--- config.mk ---
export PLATFORM = sky130hd
export DESIGN_NAME = apb3_slave_regbank
export DESIGN_NICKNAME = d
export VERILOG_FILES = /design/src/rtl/apb3_slave_regbank.sv
export SDC_FILE = /design/constraint.sdc
export NUM_CORES = 1
export LEC_CHECK = 0
export CELL_PAD_IN_SITES_DETAIL_PLACEMENT = 0
export CELL_PAD_IN_SITES_GLOBAL_PLACEMENT = 2
export CORE_MARGIN = 8
export CORE_UTILIZATION = 33
export DETAILED_ROUTE_END_ITERATION = 10
export PLACE_DENSITY_LB_ADDON = 0.1
export SYNTH_ARGS = -nofsm -noshare
export SYNTH_HDL_FRONTEND = slang
export SYNTH_SLANG_ARGS = --single-unit
--- constraint.sdc ---
create_clock -name SYSCLK -period 3.55 [get_ports SYSCLK]
set_clock_uncertainty 0.05 [all_clocks]
set_input_delay 0.5325 -clock SYSCLK [delete_from_list [all_inputs] [get_ports SYSCLK]]
set_output_delay 0.5325 -clock SYSCLK [all_outputs]
set_load 0.005 [all_outputs]
--- src/rtl/apb3_slave_regbank.sv ---
// APB3 completer holding NUM_REGS word-spaced read/write registers with programmable wait states.
// Define APB3_SLVERR_EN to flag misaligned/out-of-range transfers on PSLVERR; otherwise misses complete silently.
module apb3_slave_regbank #(
    parameter int unsigned        ADDR_W      = 32,
    parameter int unsigned        DATA_W      = 32,
    parameter int unsigned        NUM_REGS    = 8,
    parameter logic [ADDR_W-1:0]  BASE_ADDR   = '0,
    parameter int unsigned        WAIT_STATES = 0
) (
    input  logic                         SYSCLK,
    input  logic                         NSYSRESET,
    input  logic                         PSEL,
    input  logic                         PENABLE,
    input  logic                         PWRITE,
    input  logic [ADDR_W-1:0]            PADDR,
    input  logic [DATA_W-1:0]            PWDATA,
    output logic [DATA_W-1:0]            PRDATA,
    output logic                         PREADY,
    output logic                         PSLVERR,
    output logic [NUM_REGS*DATA_W-1:0]   REG_OUT,
    output logic [NUM_REGS-1:0]          WR_PULSE
);

    localparam int unsigned IDX_W  = (NUM_REGS > 1) ? $clog2(NUM_REGS) : 1;
    localparam int unsigned WCNT_W = 4;

    typedef enum logic {
        IDLE   = 1'b0,
        ACCESS = 1'b1
    } state_e;

    state_e              state_q;
    logic [WCNT_W-1:0]   wcnt_q;
    logic [IDX_W-1:0]    idx_q;
    logic                hit_q;
    logic                write_q;
    logic [DATA_W-1:0]   wdata_q;
    logic [DATA_W-1:0]   regs_q [NUM_REGS];
    logic [NUM_REGS-1:0] wr_pulse_q;

    logic [ADDR_W-1:0]   off_c;
    logic                hit_c;
    logic [IDX_W-1:0]    idx_c;
    logic                pready_c;
    logic                do_write_c;
    logic                do_read_c;
    logic [DATA_W-1:0]   prdata_c;

    // Address decode relative to the bank base; wraps modulo 2**ADDR_W.
    always_comb begin
        off_c = PADDR - BASE_ADDR;
        hit_c = (off_c[1:0] == 2'b00) && ((off_c >> 2) < ADDR_W'(NUM_REGS));
        idx_c = off_c[IDX_W+1:2];
    end

    always_comb begin
        pready_c   = (state_q == ACCESS) && PSEL && (wcnt_q == WCNT_W'(WAIT_STATES));
        do_write_c = pready_c && write_q && hit_q;
        do_read_c  = pready_c && !write_q && hit_q;
    end

    // Transfer FSM: setup phase latches the decoded request, access phase counts wait states.
    always_ff @(posedge SYSCLK or negedge NSYSRESET) begin
        if (!NSYSRESET) begin
            state_q <= IDLE;
            wcnt_q  <= '0;
            idx_q   <= '0;
            hit_q   <= 1'b0;
            write_q <= 1'b0;
            wdata_q <= '0;
        end else begin
            case (state_q)
                IDLE: begin
                    if (PSEL && !PENABLE) begin
                        state_q <= ACCESS;
                        wcnt_q  <= '0;
                        idx_q   <= idx_c;
                        hit_q   <= hit_c;
                        write_q <= PWRITE;
                        wdata_q <= PWDATA;
                    end
                end
                ACCESS: begin
                    if (!PSEL || pready_c) begin
                        state_q <= IDLE;
                    end else begin
                        wcnt_q <= wcnt_q + WCNT_W'(1);
                    end
                end
                default: state_q <= IDLE;
            endcase
        end
    end

    // Register file commit and one-cycle write strobe.
    always_ff @(posedge SYSCLK or negedge NSYSRESET) begin
        if (!NSYSRESET) begin
            for (int i = 0; i < NUM_REGS; i++) begin
                regs_q[i] <= '0;
            end
            wr_pulse_q <= '0;
        end else begin
            for (int i = 0; i < NUM_REGS; i++) begin
                wr_pulse_q[i] <= do_write_c && (idx_q == IDX_W'(i));
                if (do_write_c && (idx_q == IDX_W'(i))) begin
                    regs_q[i] <= wdata_q;
                end
            end
        end
    end

    always_comb begin
        prdata_c = '0;
        for (int i = 0; i < NUM_REGS; i++) begin
            if (do_read_c && (idx_q == IDX_W'(i))) begin
                prdata_c = regs_q[i];
            end
        end
    end

    assign PREADY   = pready_c;
    assign PRDATA   = prdata_c;
    assign WR_PULSE = wr_pulse_q;

`ifdef APB3_SLVERR_EN
    assign PSLVERR = pready_c && !hit_q;
`else
    assign PSLVERR = 1'b0;
`endif

    for (genvar g = 0; g < NUM_REGS; g++) begin : g_reg_out
        assign REG_OUT[g*DATA_W +: DATA_W] = regs_q[g];
    end

endmodule

==> results of run 1 <==
[per-stage QoR]
step / setup slack, ns / total power, mW
finish: 0.160 / 8.80
global route: -0.00706 / 9.17
CTS: 0.00829 / 8.91
detailed placement: 0.156 / 5.03
global placement: 0.167 / 5.03
floorplan: 1.03 / 4.40
[sequential cells by signal, indices dropped and copies added, names as in the netlist]
| signal | flops |
|---|---|
| wdata_q | 32 |
| REG_OUT | 256 |
| state_q | 1 |
| idx_q | 3 |
| write_q | 1 |
| hit_q | 1 |
| WR_PULSE | 8 |
| wcnt_q | 4 |
[layer usage]
metal / wire, µm / global-route usage (%) / vias to the layer above / share of wire [%]
li1: - / - / 4591 / -
met1: 24300 / 28.8 / 5363 / 45
met2: 25800 / 34.4 / 310 / 47
met3: 3340 / 5.54 / 56 / 6.1
met4: 1090 / 5.93 / 2 / 2.0
met5: 13 / 0 / - / 0.024
[placed cells by master, fill, tap and decap left out, types with 4 or more instances in the layout]
cell type / n
a21oi_1: 28
a221oi_1: 12
a222oi_1: 5
a22o_1: 5
a22oi_1: 7
a41oi_1: 4
buf_12: 12
buf_4: 43
clkbuf_1: 10
clkbuf_16: 41
clkbuf_8: 9
clkdlybuf4s50_1: 363
clkinv_2: 7
dfrtp_1: 303
inv_1: 14
mux2_2: 257
mux2_4: 60
mux2i_1: 9
mux4_2: 17
nand2_1: 42
nand2b_1: 6
nand3_1: 5
nand3b_1: 26
nand4_1: 4
nor2_1: 19
nor2b_1: 6
nor3_4: 4
nor4_1: 8
o2111ai_1: 5
o211ai_1: 12
o21a_1: 16
o21ai_0: 32
o21bai_1: 6
o22ai_1: 4
o31ai_1: 6
[cell families after synthesis]
| family | Yosys count | share of synthesized area (%) |
|---|---|---|
| AOI/OAI and AO/OA | 146 | 6.97 |
| xor gates and xnor gates | 1 | 0.0617 |
| DFF | 306 | 53.9 |
| and+or+nand+nor | 142 | 5.63 |
| adders and majority gates | 2 | 0.176 |
| other | 1 | 0.0264 |
| buffers and inverters | 91 | 3.14 |
| muxes | 343 | 30.1 |
[path summary, 6_finish.rpt]
check,start,end,slack [ns],cells after the start
worst min-delay path,NSYSRESET,wdata_q[10],0.47,2
worst min register to register,REG_OUT[244],REG_OUT[244],0.48,1
worst max register to register,wcnt_q[0],REG_OUT[206],0.65,8
worst max-delay path,idx_q[2],PRDATA[30],0.16,5
min in group SYSCLK,REG_OUT[244],REG_OUT[244],0.48,1
max in group asynchronous,NSYSRESET,REG_OUT[120],2.02,3
[where the power goes]
| group | internal, mW | total [mW] | switching [mW] |
|---|---|---|---|
| sequential | 3.60 | 3.87 | 0.279 |
| combinational | 0.462 | 1.12 | 0.655 |
| clock | 2.29 | 3.81 | 1.52 |
[layout make-up]
type,count,area (µm²),share of cell area (%)
repair buffers,423,4260,21.2
clock buffers,60,1190,5.91
inverters,15,58.8,0.293
flip-flops and latches,306,7670,38.2
well taps,546,683,3.40
multi-input cells,635,6180,30.8
clock inverters,7,35.0,0.175
[what timing repair did]
action / CTS / global route
endpoints found under the setup margin: 22 / 16
hold buffers: 1 / 0
buffers inserted: 2 / 2
hold endpoints to repair: 57 / 0
gates resized for setup: 5 / 13
pin swaps: 0 / 1
cloned: 0 / 0
==> impl_metrics.ini, run 1 <==
[synth]
synth_seq_cells = 306
syn_area_um2 = 14200
ys_seq_area_share_pct = 53.9
yosysTopAreaCellShare_pct = 53.9
netlist_instances = 1032
synth.largest_area_cell = dfrtp_1
synth_area_leaders = dfrtp_1, mux2_2, mux2_4
synth_edf_count = 0
syn_nets = 1103
synth-warning-count = 0
async_flop_share_pct = 100
ys_top_cells_by_count = dfrtp_1, mux2_2, mux2_4
yosysMostFrequentCell = dfrtp_1
ys.flop_type = dfrtp_1
avgSynthCellArea_um2 = 13.8
ys_types = 49

[drt]
vias = 10300
routed_wl_mm = 54.5
drt_pass1_iterations = 6
antenna_left = 0
wire_per_inst_um = 27.4
drtIter0Drc = 603
viasPerCell = 5.18
drc = 0

[clock_tree]
cts_tree = done
clk_pin_slew_ns = 0.06
clock_latency_ns = 0.55
cts_buffer_depth = 3
root_buffer = clkbuf_16
cts_sinks = 306
cts-htree-levels = 2
cts_buffers = 38

[placement]
gp_congestion = 0.782
postPlaceCellArea_um2 = 18800
dp.cells = 1920
dp_hpwl_mm = 37.5
port_buffers = 365

[grt]
antenna_found_initial = 1
grt_use_total_pct = 21.6
grt_pass1_wl_mm = 80.2
grt_pass1_vias = 11000
grt-ovfl-total = 0
grt_max_degree = 79

[hold_path]
min_path_type = input port to async pin

[floorplanning]
start_util_pct = 33.2
num_io_pins = 367
fp.dieH_um = 223
die-area_um2 = 49900
rows = 76
die_w_um = 223
core_um2 = 42800

[cells_and_area]
area_delta_synth_final_pct = 41.4
final_util_pct = 46.9
fillCellCount = 3912
antenna_cells = 0
fin_nets = 1490
drive_above_1_share_pct = 32.8
instances_no_fill = 1992
postLayoutCellArea_um2 = 20100

[timing]
fin_crit_sh_pct = 95.5
min_period_ns = 3.39
holdWs_ns = 0.474
max_clock_freq_ghz = 0.295
maxSlewViolCount = 0
rsz0062_at_grt = true
tns_ns = 0
setup_viol = 0
max-slew-margin-rel_pct = 62.0
finalHoldViolations = 0
tightest_slew_ns = 0.570

[critical_path]
arrival_ns = 2.81
worst-path-max-fanout = 23
crit_chain = buf_4 > mux4_2 > nand2_1 > a21oi_1 > clkdlybuf4s50_1
required_ns = 2.97
start_kind = flop
slowest_stage = dfrtp_4
cpPeakStageDelay_ns = 0.68
crit_family = buffers and inverters
setup.worst_path.end_class = primary output
path_buf_inv = 2
setup.worst_path.class = flop to primary output

[power_and_ir_drop]
ir_worst_vdd_mv = 0.318
power_leakage_nw = 8.96
powerDensity_nw_per_um2 = 438

[run_status]
outcome = finished, final reports clean

[job]
drv_cap = 0
Power figures use the tool's default switching activity.
==> run 2: changes to the inputs <==
--- a/config.mk
+++ b/config.mk
@@ -11,6 +11,7 @@
 export CORE_UTILIZATION = 33
 export DETAILED_ROUTE_END_ITERATION = 10
 export PLACE_DENSITY_LB_ADDON = 0.1
+export SKIP_CTS_REPAIR_TIMING = 1
 export SYNTH_ARGS = -nofsm -noshare
 export SYNTH_HDL_FRONTEND = slang
 export SYNTH_SLANG_ARGS = --single-unit
==> run 2 against run 1 <==
Final cell count grew 0.15%; worst setup slack lost 0.038 ns; combinational power is essentially flat; via count is essentially flat; global-route usage is essentially flat; first-iteration DRC count grew 3.8%; clock-buffer cell count is the same; largest power group unchanged.
==> impl_metrics.ini, run 2 (synthesis results as in run 1) <==
[timing]
max-slew-margin-rel_pct = 62.2
finalHoldViolations = 0
min_period_ns = 3.43
tightest_slew_ns = 0.567
setup_viol = 0
maxSlewViolCount = 0
fin_crit_sh_pct = 96.6
max_clock_freq_ghz = 0.292
rsz0062_at_grt = true
tns_ns = 0

[grt]
grt-ovfl-total = 0
grt_pass1_wl_mm = 80.1
antenna_found_initial = 1
grt_use_total_pct = 21.5
use_met1_pct = 28.7
grt_pass1_vias = 11000
grt_use_met2_pct = 34.3
grt_use_met3_pct = 5.54
busiest_layer = met2
grt_max_degree = 79

[critical_path]
worst-path-max-fanout = 16
r2r_cells = 8
crit-reg2reg-launch = wcnt_q[0]
setup.worst_path.end_class = primary output
r2r_setup_slack_ns = 0.65
required_ns = 2.97
r2r_end = REG_OUT[206]
arrival_ns = 2.85
setup.worst_path.class = flop to primary output
start_kind = flop

[drt]
antenna_left = 0
drt_pass1_iterations = 7
drtIter0Drc = 626
wire_per_inst_um = 27.3
routed_wl_mm = 54.5
viasPerCell = 5.18
drc = 0
vias = 10300

[placement]
postPlaceCellArea_um2 = 18800
gp_congestion = 0.782
dp_hpwl_mm = 37.5
port_buffers = 365

[cells_and_area]
final_common_cell = clkdlybuf4s50_1
drive_above_1_share_pct = 32.9
fin_nets = 1493
largest_reg_flops = 256
final_cell_mix = clkdlybuf4s50_1, dfrtp_1, mux2_2
area_delta_synth_final_pct = 41.4
postLayoutCellArea_um2 = 20100
antenna_cells = 0

[job]
drv_cap = 0

[floorplanning]
num_io_pins = 367
start_util_pct = 33.2
fp.dieH_um = 223
die_w_um = 223
core_um2 = 42800
rows = 76
die-area_um2 = 49900

[hold_path]
min_path_type = input port to async pin

[run_status]
outcome = finished, final reports clean

[clock_tree]
root_buffer = clkbuf_16
clock_latency_ns = 0.55
cts_buffer_depth = 3
cts_tree = done
clk_pin_slew_ns = 0.06
cts_buffers = 38
cts-htree-levels = 2
cts_sinks = 306

[power_and_ir_drop]
power_leakage_nw = 8.98
powerDensity_nw_per_um2 = 438
ir_worst_vdd_mv = 0.319
-- run 2: worst max-delay path, stage by stage (launching register included) --
cell and delay, ns:
dfrtp_4 0.59, buf_4 0.25, nor2b_1 0.12, buf_4 0.24, a221o_1 0.19, a21oi_1 0.04, nor3_1 0.29, clkdlybuf4s50_1 0.56
-- run 2: per-layer routing --
| layer | share of wire (%) | routed length [µm] | up-vias |
|---|---|---|---|
| met5 | 0.024 | 13 | - |
| li1 | - | - | 4594 |
| met4 | 2.1 | 1120 | 2 |
| met1 | 45 | 24500 | 5387 |
| met3 | 5.8 | 3150 | 56 |
| met2 | 47 | 25700 | 286 |
-- run 2: final cells by class --
class,instances,area (µm²)
Fill cell,3915,22700
Sequential cell,306,7670
Multi-Input combinational cell,635,6170
Timing Repair Buffer,426,4280
Clock buffer,60,1190
Tap cell,546,683
Inverter,15,58.8
Clock inverter,7,35.0
-- run 2: stage by stage --
| step | setup WS, ns | std cells | hold WS (ns) | total power, mW | utilization, % |
|---|---|---|---|---|---|
| after global routing | -0.0359 | 1995 | 0.494 | 9.17 | 46.9 |
| after global placement | 0.167 | 1920 | 0.455 | 5.03 | 43.8 |
| final | 0.121 | 1995 | 0.473 | 8.80 | 46.9 |
| after detailed placement | 0.156 | 1920 | 0.467 | 5.03 | 43.8 |
| after CTS | -0.177 | 1987 | -0.127 | 8.90 | 46.7 |
| after floorplan | 1.03 | 1032 | 0.187 | 4.40 | - |
-- run 2: power by group --
group | switching (mW) | internal [mW]
Combinational | 0.649 | 0.471
Sequential | 0.281 | 3.60
Clock | 1.52 | 2.29
Total | 2.45 | 6.35
-- run 2: worst max path at each step --
stage | startpoint | endpoint | slack (ns)
2_1_floorplan | wcnt_q[0] | REG_OUT[193] | 1.03
3_3_place_gp | PSEL | PRDATA[16] | 0.17
3_5_place_dp | PSEL | PRDATA[16] | 0.16
4_1_cts | idx_q[0] | PRDATA[13] | -0.18
5_1_grt | wcnt_q[0] | PRDATA[18] | -0.04
6_report | idx_q[0] | PRDATA[31] | 0.12
==> run 3: changes to the inputs <==
--- a/config.mk
+++ b/config.mk
@@ -5,6 +5,7 @@
 export SDC_FILE = /design/constraint.sdc
 export NUM_CORES = 1
 export LEC_CHECK = 0
+export ABC_CLOCK_PERIOD_IN_PS = 3550
 export CELL_PAD_IN_SITES_DETAIL_PLACEMENT = 0
 export CELL_PAD_IN_SITES_GLOBAL_PLACEMENT = 2
 export CORE_MARGIN = 8
==> results of run 3 <==
Final layout, timing and power as in run 2 (identical DEF).
